**src/rtl/riscv_pkg.sv**
```systemverilog
// Shared types for the EX issue controller: per-stage scoreboard entry,
// the architectural zero register and the issue FSM states.
package riscv_pkg;

    typedef struct packed {
        logic       valid;
        logic [4:0] rd;
        logic       we;
    } slot_t;

    localparam logic [4:0] REG_ZERO = 5'd0;

    typedef enum logic {
        RUN   = 1'b0,
        DRAIN = 1'b1
    } issue_state_e;

    // True when a read of rs (if used) must wait for the in-flight entry s.
    // x0 is hardwired, so it never creates a dependency.
    function automatic logic src_hazard(input slot_t s, input logic [4:0] rs, input logic used);
        return used && (rs != REG_ZERO) && s.valid && s.we && (s.rd == rs);
    endfunction

endpackage

```
**src/rtl/riscv_raw_check.sv**
```systemverilog
// Read-after-write hazard detection over the in-flight scoreboard. Only
// slots younger than FWD_SLOT can stall; from FWD_SLOT onward the result is
// available on the forwarding network.
module riscv_raw_check
    import riscv_pkg::*;
#(
    parameter int DEPTH    = 8,
    parameter int FWD_SLOT = 5
) (
    input  slot_t [DEPTH-1:0] slots,
    input  logic  [4:0]       rs1_addr,
    input  logic              rs1_used,
    input  logic  [4:0]       rs2_addr,
    input  logic              rs2_used,
    output logic              hazard
);

    localparam int LIMIT = (FWD_SLOT < DEPTH) ? FWD_SLOT : DEPTH;

    // Scan the non-forwardable window for a producer of either source.
    always_comb begin
        hazard = 1'b0;
        for (int k = 0; k < LIMIT; k++) begin
            if (src_hazard(slots[k], rs1_addr, rs1_used) ||
                src_hazard(slots[k], rs2_addr, rs2_used)) begin
                hazard = 1'b1;
            end
        end
    end

endmodule

```
**src/rtl/riscv_ex_issue_ctrl.sv**
```systemverilog
// Issue/hazard controller between decode and EX1. Tracks every in-flight
// instruction in a shift-register scoreboard, stalls on unforwardable RAW
// hazards, drains the pipe around serializing instructions and applies
// flush masks to the per-stage valid bits.
module riscv_ex_issue_ctrl
    import riscv_pkg::*;
#(
    parameter int DEPTH    = 8,
    parameter int FWD_SLOT = 5,
    parameter int CNT_W    = 32
) (
    input  logic             clk,
    input  logic             rst_n,
    input  logic             id_valid,
    input  logic [4:0]       id_rs1_addr,
    input  logic             id_rs1_used,
    input  logic [4:0]       id_rs2_addr,
    input  logic             id_rs2_used,
    input  logic [4:0]       id_rd_addr,
    input  logic             id_rd_we,
    input  logic             id_serialize,
    output logic             issue_ready,
    input  logic             flush,
    input  logic [DEPTH-1:0] flush_mask,
    output logic [DEPTH-1:0] slot_valid,
    output logic             pipe_empty,
    output logic [CNT_W-1:0] stall_count
);

    slot_t [DEPTH-1:0] slots;
    issue_state_e      state;
    logic              hazard;
    logic              issue_fire;

    riscv_raw_check #(
        .DEPTH    (DEPTH),
        .FWD_SLOT (FWD_SLOT)
    ) u_raw_check (
        .slots    (slots),
        .rs1_addr (id_rs1_addr),
        .rs1_used (id_rs1_used),
        .rs2_addr (id_rs2_addr),
        .rs2_used (id_rs2_used),
        .hazard   (hazard)
    );

    // Expose the registered valid bit of every slot as the stage kill mask.
    always_comb begin
        slot_valid = '0;
        for (int k = 0; k < DEPTH; k++) begin
            slot_valid[k] = slots[k].valid;
        end
    end

    assign pipe_empty = ~|slot_valid;

    // Accept from decode only in RUN, with no hazard, no flush, and an empty
    // pipe for serializing instructions.
    always_comb begin
        issue_ready = 1'b0;
        if (state == RUN) begin
            issue_ready = id_valid & ~hazard & ~flush & (~id_serialize | pipe_empty);
        end
    end

    assign issue_fire = id_valid & issue_ready;

    // Advance the scoreboard one stage per cycle; flushed entries move on as bubbles.
    always_ff @(posedge clk or negedge rst_n) begin
        if (!rst_n) begin
            slots <= '0;
        end else begin
            for (int k = DEPTH - 1; k > 0; k--) begin
                slots[k] <= '{valid: slots[k-1].valid & ~(flush & flush_mask[k-1]),
                              rd:    slots[k-1].rd,
                              we:    slots[k-1].we};
            end
            if (issue_fire) begin
                slots[0] <= '{valid: 1'b1,
                              rd:    id_rd_addr,
                              we:    id_rd_we & (id_rd_addr != REG_ZERO)};
            end else begin
                slots[0] <= '0;
            end
        end
    end

    // Serialization FSM: enter DRAIN around a serializing instruction and
    // return to RUN once the registered pipe view is empty.
    always_ff @(posedge clk or negedge rst_n) begin
        if (!rst_n) begin
            state <= RUN;
        end else begin
            case (state)
                RUN: begin
                    if (id_valid && id_serialize && (!pipe_empty || issue_fire)) begin
                        state <= DRAIN;
                    end
                end
                DRAIN: begin
                    if (pipe_empty) begin
                        state <= RUN;
                    end
                end
                default: state <= RUN;
            endcase
        end
    end

    // Count cycles where decode was held back; hold at all-ones.
    always_ff @(posedge clk or negedge rst_n) begin
        if (!rst_n) begin
            stall_count <= '0;
        end else if (id_valid && !issue_ready && (stall_count != {CNT_W{1'b1}})) begin
            stall_count <= stall_count + 1'b1;
        end
    end

endmodule

```
**config.mk**
```make
export PLATFORM = sky130hd
export DESIGN_NAME = riscv_ex_issue_ctrl
export DESIGN_NICKNAME = d
export VERILOG_FILES = /design/src/rtl/riscv_pkg.sv /design/src/rtl/riscv_raw_check.sv /design/src/rtl/riscv_ex_issue_ctrl.sv
export SDC_FILE = /design/constraint.sdc
export NUM_CORES = 1
export LEC_CHECK = 0
export ABC_CLOCK_PERIOD_IN_PS = 7100
export CAP_MARGIN = 20
export CELL_PAD_IN_SITES_DETAIL_PLACEMENT = 1
export CELL_PAD_IN_SITES_GLOBAL_PLACEMENT = 2
export CORE_UTILIZATION = 38
export CTS_BUF_LIST = sky130_fd_sc_hd__clkbuf_4
export CTS_CLUSTER_SIZE = 20
export DETAILED_ROUTE_END_ITERATION = 10
export PLACE_DENSITY = 0.9
export SYNTH_ARGS = -nofsm -noshare
export SYNTH_HDL_FRONTEND = slang
export SYNTH_SLANG_ARGS = --single-unit
```
**constraint.sdc**
```tcl
create_clock -name clk -period 7.1 [get_ports clk]
set_input_delay 1.42 -clock clk [delete_from_list [all_inputs] [get_ports clk]]
set_output_delay 1.42 -clock clk [all_outputs]
set_load 0.005 [all_outputs]
```
==> impl_metrics.yaml, run 1 <==
routing:
  vias: 2530
  drt_iter0_markers: 43
  wl_met1_um: 4070
  drtPass1Iterations: 4
  routed_wl_um: 8600
  wl_met2_um: 4150
  drc: 0
  wire_per_inst_um: 17.0
  ant_nets: 0
  wl_met3_um: 249
  top_layer: "met4"
  routed_via_density: 5.00
floorplanning:
  rows: 35
  die_h_um: 100
  core_um2: 9330
  dieArea_um2: 10100
  start_util_pct: 39.5
  io-pin-count: 73
  floorplan.die.width_um: 100
finish:
  diodes: 0
  syn_to_final_growth_pct: 22.3
  drive_gt1_share_pct: 13.0
  final_area_um2: 4510
  nets: 404
timing:
  slew_headroom_pct: 41.0
  skew_ps: 18.6
  drv_slew: 0
  tns_ps: 0
  finalSetupViolations: 0
  clock.fmax_mhz: 191
  tightestPinTransition_ps: 884
  rsz0062_at_grt: "no"
  hold_viol: 0
  period_share_pct: 73.7
  period_minus_slack_ps: 5230
  holdWs_ps: 418
  worst_slack_ps: 1870
clock_tree:
  numCtsBuffers: 9
  cts_max_level: 3
  cts_buffer_depth: 2
  clk_pin_slew_ps: 130
  cts_root_buf: "clkbuf_4"
  cts_tree: "yes"
  cts_resized: 0
  cts_hold_buf: 0
  post_cts_buffers: 0
  cts.sinks: 71
  clock_latency_ps: 410
yosys:
  syn_area_um2: 3680
  ys_seq_area_share_pct: 48.2
  avgSynthCellArea_um2: 11.7
  ys_types: 48
  yosysTopAreaCell: "dfrtp_1"
  ys_ff_latch: 71
  ys_warn_count: 0
  netlist.area_leader.share_pct: 48.2
  syn-num-nets: 346
  yosys-top-cells-area: "dfrtp_1, xor2_1, xnor2_1, nand3_1, buf_4"
  netlist_instances: 314
critical_path:
  r2r_slack_ps: 4190
  crit_path_start_kind: "input port"
  end_kind: "output pin"
  worstPathMaxFanout: 6
  reg2reg_depth: 9
  reg2reg_to: "stall_count[1]"
  r2r-start: "stall_count[0]"
  critPathKind: "input port to output pin"
  crit_arrival_ps: 3810
  crit_required_ps: 5680
  critPathLaunch: "id_rs1_addr[1]"
power:
  ir_drop_v: 0.000134
  p_leak_uw: 0.00201
  power.density_nw_per_um2: 207
global_route:
  grt_pass1_vias: 2722
  grt_pass1_wl_um: 14000
  antenna_found_initial: 0
  grt_max_degree: 72
  track_usage_pct: 18.2
  grt_overflow: 0
place:
  dp.final_hpwl_um: 6070
  place_ws_ps: 1850
  place_area_um2: 4350
  gp_congestion: 0.780
  port_buffers: 71
worst_hold_path:
  hp-class: "flip-flop to flip-flop"
  hold_end: "slots[14]"
  hp-start: "slots[7]"
  hold_depth: 0
status:
  status: "finished, final reports clean"
flow_run:
  maxCapViolations: 0
==> cell usage after synthesis, drive strengths merged <==
library cell	instances
o311a	1
nor3b	5
nand4	12
a41oi	2
or4	2
and4	1
or2	3
a31o	1
o21ai	2
nor4	16
nor4b	1
clkbuf	2
a21boi	7
inv	2
nor2	12
and4b	2
mux2	1
buf	24
a21oi	2
and2	6
nand3	19
or3	2
nand2	10
xnor2	24
xor2	57
o211ai	1
dfrtp	71
ha	1
nor3	15
a31oi	1
and3	9
==> where the power goes <==
group	leakage (uW)	internal (uW)	switching (uW)
Combinational	0.000967	95.9	74.3
Clock	0.0000770	140	147
Sequential	0.000961	437	38.4
Total	0.00201	673	260
==> flip-flops by register name (all words and copies together), names as in the netlist <==
register     flops
slot_valid       8
slots           30
stall_count     32
state            1
==> routing by layer <==
layer	up-vias	GRT usage, %
met2	54	29.8
met3	12	2.64
met5	-	0
met1	1267	24.4
met4	0	7.02
li1	1197	-
==> worst max-delay path by stage <==
| stage | to | slack (ps) |
|---|---|---|
| CTS | issue_ready | 1840 |
| global placement | issue_ready | 1880 |
| global route | issue_ready | 1760 |
| detailed placement | issue_ready | 1850 |
| finish | issue_ready | 1870 |
| floorplan | issue_ready | 3020 |
==> cells in the final DEF (no fill, tap or decap), types with 10 or more instances in the layout <==
| cell | n |
|---|---|
| nor2_1 | 10 |
| nand3_1 | 17 |
| xor2_1 | 57 |
| clkdlybuf4s50_1 | 70 |
| xnor2_1 | 24 |
| dfrtp_1 | 71 |
| nand4_1 | 10 |
==> metrics by stage <==
step | cells | power, uW | utilization [%]
2_1_floorplan | 314 | 569 | -
3_3_place_gp | 490 | 646 | 46.7
3_5_place_dp | 490 | 655 | 46.7
4_1_cts | 506 | 945 | 48.3
5_1_grt | 506 | 976 | 48.3
6_report | 506 | 933 | 48.3
==> area by class of cell <==
class | instances | area (um2)
Timing Repair Buffer | 73 | 721
Clock inverter | 7 | 87.6
Tap cell | 129 | 161
Inverter | 2 | 7.51
Sequential cell | 71 | 1780
Multi-Input combinational cell | 215 | 1690
Clock buffer | 9 | 67.6
Fill cell | 1000 | 4820
==> critical path, stage by stage <==
cell	delay [ps]
clkdlybuf4s50_1	620
or4_4	620
o21ai_2	150
nor4_1	90
o211ai_2	170
and4b_1	240
clkdlybuf4s50_1	500
==> cell families (layout without fill, tap and decap cells) <==
kind of cell | Yosys count | count (layout) | synth area share (%)
buffers and inverters | 28 | 91 | 6.01
DFF | 71 | 71 | 48.2
adders and majority gates | 1 | 1 | 0.340
xor gates and xnor gates | 81 | 81 | 19.3
AOI/OAI and AO/OA | 17 | 17 | 3.57
muxes | 1 | 1 | 0.306
and+or+nand+nor | 115 | 115 | 22.3
Note: power is estimated with default switching activity, not from simulation.
==> inputs of run 2 (changes only) <==
ABC_CLOCK_PERIOD_IN_PS = 4300   (was 7100)
CORE_UTILIZATION = 32   (was 38)
PLACE_DENSITY = 0.81   (was 0.9)
clock period = 4.3 ns   (was 7.1 ns; I/O delays follow)
==> impl_metrics.yaml, run 2 (synthesis gave the netlist of run 1 again) <==
status:
  status: "finished, final reports clean"
critical_path:
  reg2reg_depth: 9
  worstPathMaxFanout: 6
  crit_arrival_ps: 3170
  critPathKind: "input port to output pin"
  crit_path_start_kind: "input port"
  critPathLaunch: "id_rs2_addr[2]"
  cp.depth: 7
  r2r_slack_ps: 1440
  crit_slowest_cell: "clkdlybuf4s50_1"
  path_buf_inv: 2
  crit_chain: "clkdlybuf4s50_1 -> or4_1 -> o21ai_1 -> nor4_1 -> o211ai_2 -> and4b_1 -> clkdlybuf4s50_1"
  r2r-start: "stall_count[0]"
  cp_top_family: "buffers and inverters"
  critPathMaxStageDelay_ps: 580
  crit_required_ps: 3440
  end_kind: "output pin"
  cpMostUsedCell: "clkdlybuf4s50_1"
timing:
  finalSetupViolations: 0
  drv_slew: 0
  worst_slack_ps: 271
  hold_viol: 0
  tns_ps: 0
  period_minus_slack_ps: 4030
  period_share_pct: 93.7
  clock.fmax_mhz: 248
  rsz0062_at_grt: "no"
  skew_ps: 22.4
  tightestPinTransition_ps: 969
  slew_headroom_pct: 35.4
  holdWs_ps: 413
power:
  p_leak_uw: 0.00203
  ir_drop_v: 0.000175
  power.density_nw_per_um2: 329
floorplanning:
  rows: 38
  die_h_um: 109
  dieArea_um2: 11900
  floorplan.die.width_um: 109
  core_um2: 11000
  start_util_pct: 33.4
  io-pin-count: 73
routing:
  routed_via_density: 4.83
  vias: 2537
  routed_wl_um: 8660
  wire_per_inst_um: 16.5
  drt_iter0_markers: 71
  drtPass1Iterations: 4
  ant_nets: 0
  drc: 0
clock_tree:
  numCtsBuffers: 9
  cts_root_buf: "clkbuf_4"
  cts.sinks: 71
  cts_resized: 0
  cts_buffer_depth: 2
  post_cts_buffers: 0
  clock_latency_ps: 420
  cts_hold_buf: 0
  cts_tree: "yes"
  cts_max_level: 3
  clk_pin_slew_ps: 110
global_route:
  antenna_found_initial: 0
  track_usage_pct: 15.6
  grt_max_degree: 43
  grt_overflow: 0
  grt_pass1_wl_um: 14000
  grt_pass1_vias: 2771
finish:
  final_area_um2: 4570
  diodes: 0
  drive_gt1_share_pct: 15.3
  final_common_cell: "dfrtp_1"
  largest_reg_flops: 32
  regMostFlops: "stall_count"
  nets: 412
  syn_to_final_growth_pct: 24.0
  layout_common_cells: "dfrtp_1, clkdlybuf4s50_1, xor2_1"
place:
  place_ws_ps: 226
  place_area_um2: 4430
  port_buffers: 71
  gp_congestion: 0.752
  dp.final_hpwl_um: 6340
flow_run:
  maxCapViolations: 0
worst_hold_path:
  hold_depth: 0
  hp-start: "slots[14]"
  hp-class: "flip-flop to flip-flop"
==> run 2: changes by cell type in the layout (fill, tap and decap cells not counted), sizes merged <==
cell / previous run / this run
buf: 3 / 11
bufinv: 2 / 1
clkinv: 3 / 2
clkinvlp: 2 / 4
==> run 2: area by class of cell <==
class	instances	area [um2]
Multi-Input combinational cell	215	1690
Timing Repair Buffer	81	781
Clock buffer	9	67.6
Fill cell	1232	6460
Inverter	2	7.51
Sequential cell	71	1780
Clock inverter	7	73.8
Tap cell	140	175
==> run 2: final timing paths <==
check / to
max: issue_ready
min: slots[21]
max reg2reg: stall_count[1]
min reg2reg: slots[21]
max in group asynchronous: slots[21]
min in group asynchronous: stall_count[27]
==> run 2: report_power, final <==
group	total, uW	internal [uW]	switching [uW]
clock network	438	176	262
registers	780	722	58.5
logic	284	164	120
==> run 2: metal layers <==
metal  routed length (um)  up-vias  track usage, %  share of wire (%)
li1                     -     1204               -                  -
met1                 4170     1262            21.1                 48
met2                 4030       60            24.9                 47
met3                  313       11            2.67                3.6
met4                  144        0            6.19                1.7
met5                    0        -               0                  0
==> run 2: per-stage QoR <==
step | power [uW] | util [%] | instances
after floorplan | 940 | - | 314
after global placement | 1080 | 40.1 | 509
after detailed placement | 1080 | 40.1 | 509
after CTS | 1530 | 41.4 | 525
after global routing | 1590 | 41.4 | 525
final | 1500 | 41.4 | 525
==> inputs of run 3 (changes only) <==
==> constraint.sdc (replaced) <==
create_clock -name clk -period 4.3 [get_ports clk]
set_input_delay 1.29 -clock clk [delete_from_list [all_inputs] [get_ports clk]]
set_output_delay 1.29 -clock clk [all_outputs]
set_load 0.005 [all_outputs]
==> impl_metrics.yaml, run 3 (synthesis gave the netlist of run 1 again) <==
status:
  status: "finished, final reports clean"
finish:
  final_common_cell: "dfrtp_1"
  nets: 436
  syn_to_final_growth_pct: 32.9
  fillCellCount: 1211
  drive_gt1_share_pct: 24.9
  layout.cells.non_filler: 549
  regMostFlops: "stall_count"
  diodes: 0
  layout_common_cells: "dfrtp_1, clkdlybuf4s50_1, xor2_1"
  largest_reg_flops: 32
clock_tree:
  cts_max_level: 3
  clock_latency_ps: 430
  cts.sinks: 71
  numCtsBuffers: 9
  cts_buffer_depth: 2
  clk_pin_slew_ps: 120
  cts_root_buf: "clkbuf_4"
  cts_hold_buf: 0
  cts_tree: "yes"
place:
  gp_congestion: 0.770
  place_ws_ps: -646
  port_buffers: 71
  dp.cells: 526
  dp.final_hpwl_um: 6760
critical_path:
  crit_arrival_ps: 2990
  critPathKind: "input port to output pin"
  end_kind: "output pin"
  worstPathMaxFanout: 6
  crit_required_ps: 3010
  r2r_slack_ps: 1410
  crit_path_start_kind: "input port"
timing:
  worst_slack_ps: 24.4
  period_minus_slack_ps: 4280
  skew_ps: 15.1
  drv_slew: 0
  hold_viol: 0
  clock.fmax_mhz: 234
  slew_headroom_pct: 73.3
  period_share_pct: 99.4
  tns_ps: 0
  tightestPinTransition_ps: 399
  finalSetupViolations: 0
global_route:
  grt_max_degree: 43
  grt_pass1_vias: 2905
  grt_pass1_wl_um: 14800
  antenna_found_initial: 0
  grt_overflow: 0
  track_usage_pct: 16.6
power:
  p_leak_uw: 0.00219
  power.density_nw_per_um2: 317
  ir_drop_v: 0.000202
floorplanning:
  core_um2: 11000
  dieArea_um2: 11900
  rows: 38
  io-pin-count: 73
  die_h_um: 109
  start_util_pct: 33.4
  floorplan.die.width_um: 109
flow_run:
  maxCapViolations: 0
routing:
  drt_iter0_markers: 47
  routed_wl_um: 9450
  ant_nets: 0
  vias: 2663
  drc: 0
  drtPass1Iterations: 4
  wire_per_inst_um: 17.2
  routed_via_density: 4.85
worst_hold_path:
  hp-class: "flip-flop to flip-flop"
## run 3: cell types whose count changed in the layout (fill, tap and decap cells not counted), moves of 5 or more
| cell | delta |
|---|---|
| nor4_1 | -7 |
| nor4_2 | +5 |
| buf_4 | +18 |
| clkdlybuf4s50_1 | -11 |
## run 3: stage by stage
stage               utilization, %  hold slack, ps  total power [uW]  instance area [um2]
floorplan                        -             371               940                 3680
global placement              41.5             378              1100                 4580
detailed placement            41.5             392              1100                 4580
CTS                           43.6             420              1560                 4810
global route                  44.4             430              1640                 4900
finish                        44.4             417              1550                 4900
## run 3: metal layers
metal / wire length [um] / vias to the layer above / global-route usage [%]
met4: 95 / 0 / 5.14
met3: 443 / 10 / 3.79
met2: 4540 / 64 / 27.0
li1: - / 1259 / -
met5: 0 / - / 0
met1: 4370 / 1330 / 21.9
## run 3: final timing paths
path	start	endpoint	cells after the start
setup / recovery	id_rs1_addr[0]	issue_ready	7
min in group asynchronous	rst_n	stall_count[27]	1
setup reg to reg	stall_count[0]	stall_count[1]	9
max in group asynchronous	rst_n	slots[4]	3
hold reg to reg	slots[14]	slots[21]	0
hold / removal	slots[14]	slots[21]	0
## run 3: final cells by class
| type | count | area [um2] | area share, % |
|---|---|---|---|
| Clock buffer | 9 | 67.6 | 1.38 |
| Clock inverter | 7 | 73.8 | 1.51 |
| Inverter | 2 | 7.51 | 0.153 |
| Multi-Input combinational cell | 215 | 1810 | 36.9 |
| Sequential cell | 71 | 1780 | 36.3 |
| Tap cell | 140 | 175 | 3.58 |
| Timing Repair Buffer | 105 | 988 | 20.2 |
## run 3: what timing repair did
item | CTS | global route
setup buffers | 3 | 4
pin swaps | 14 | 13
endpoints found under the setup margin | 1 | 1
gates resized for setup | 35 | 13
## run 3: where the power goes
group          switching, uW  internal, uW
Clock                    265           177
Sequential              63.4           722
Combinational            140           186
Total                    468          1080
## run 3: worst max-delay path, stage by stage
cell and delay [ps]:
clkdlybuf4s15_2 260, xor2_1 190, nor4_2 400, a41oi_2 190, a31o_1 250, and4b_1 200, clkdlybuf4s15_2 210
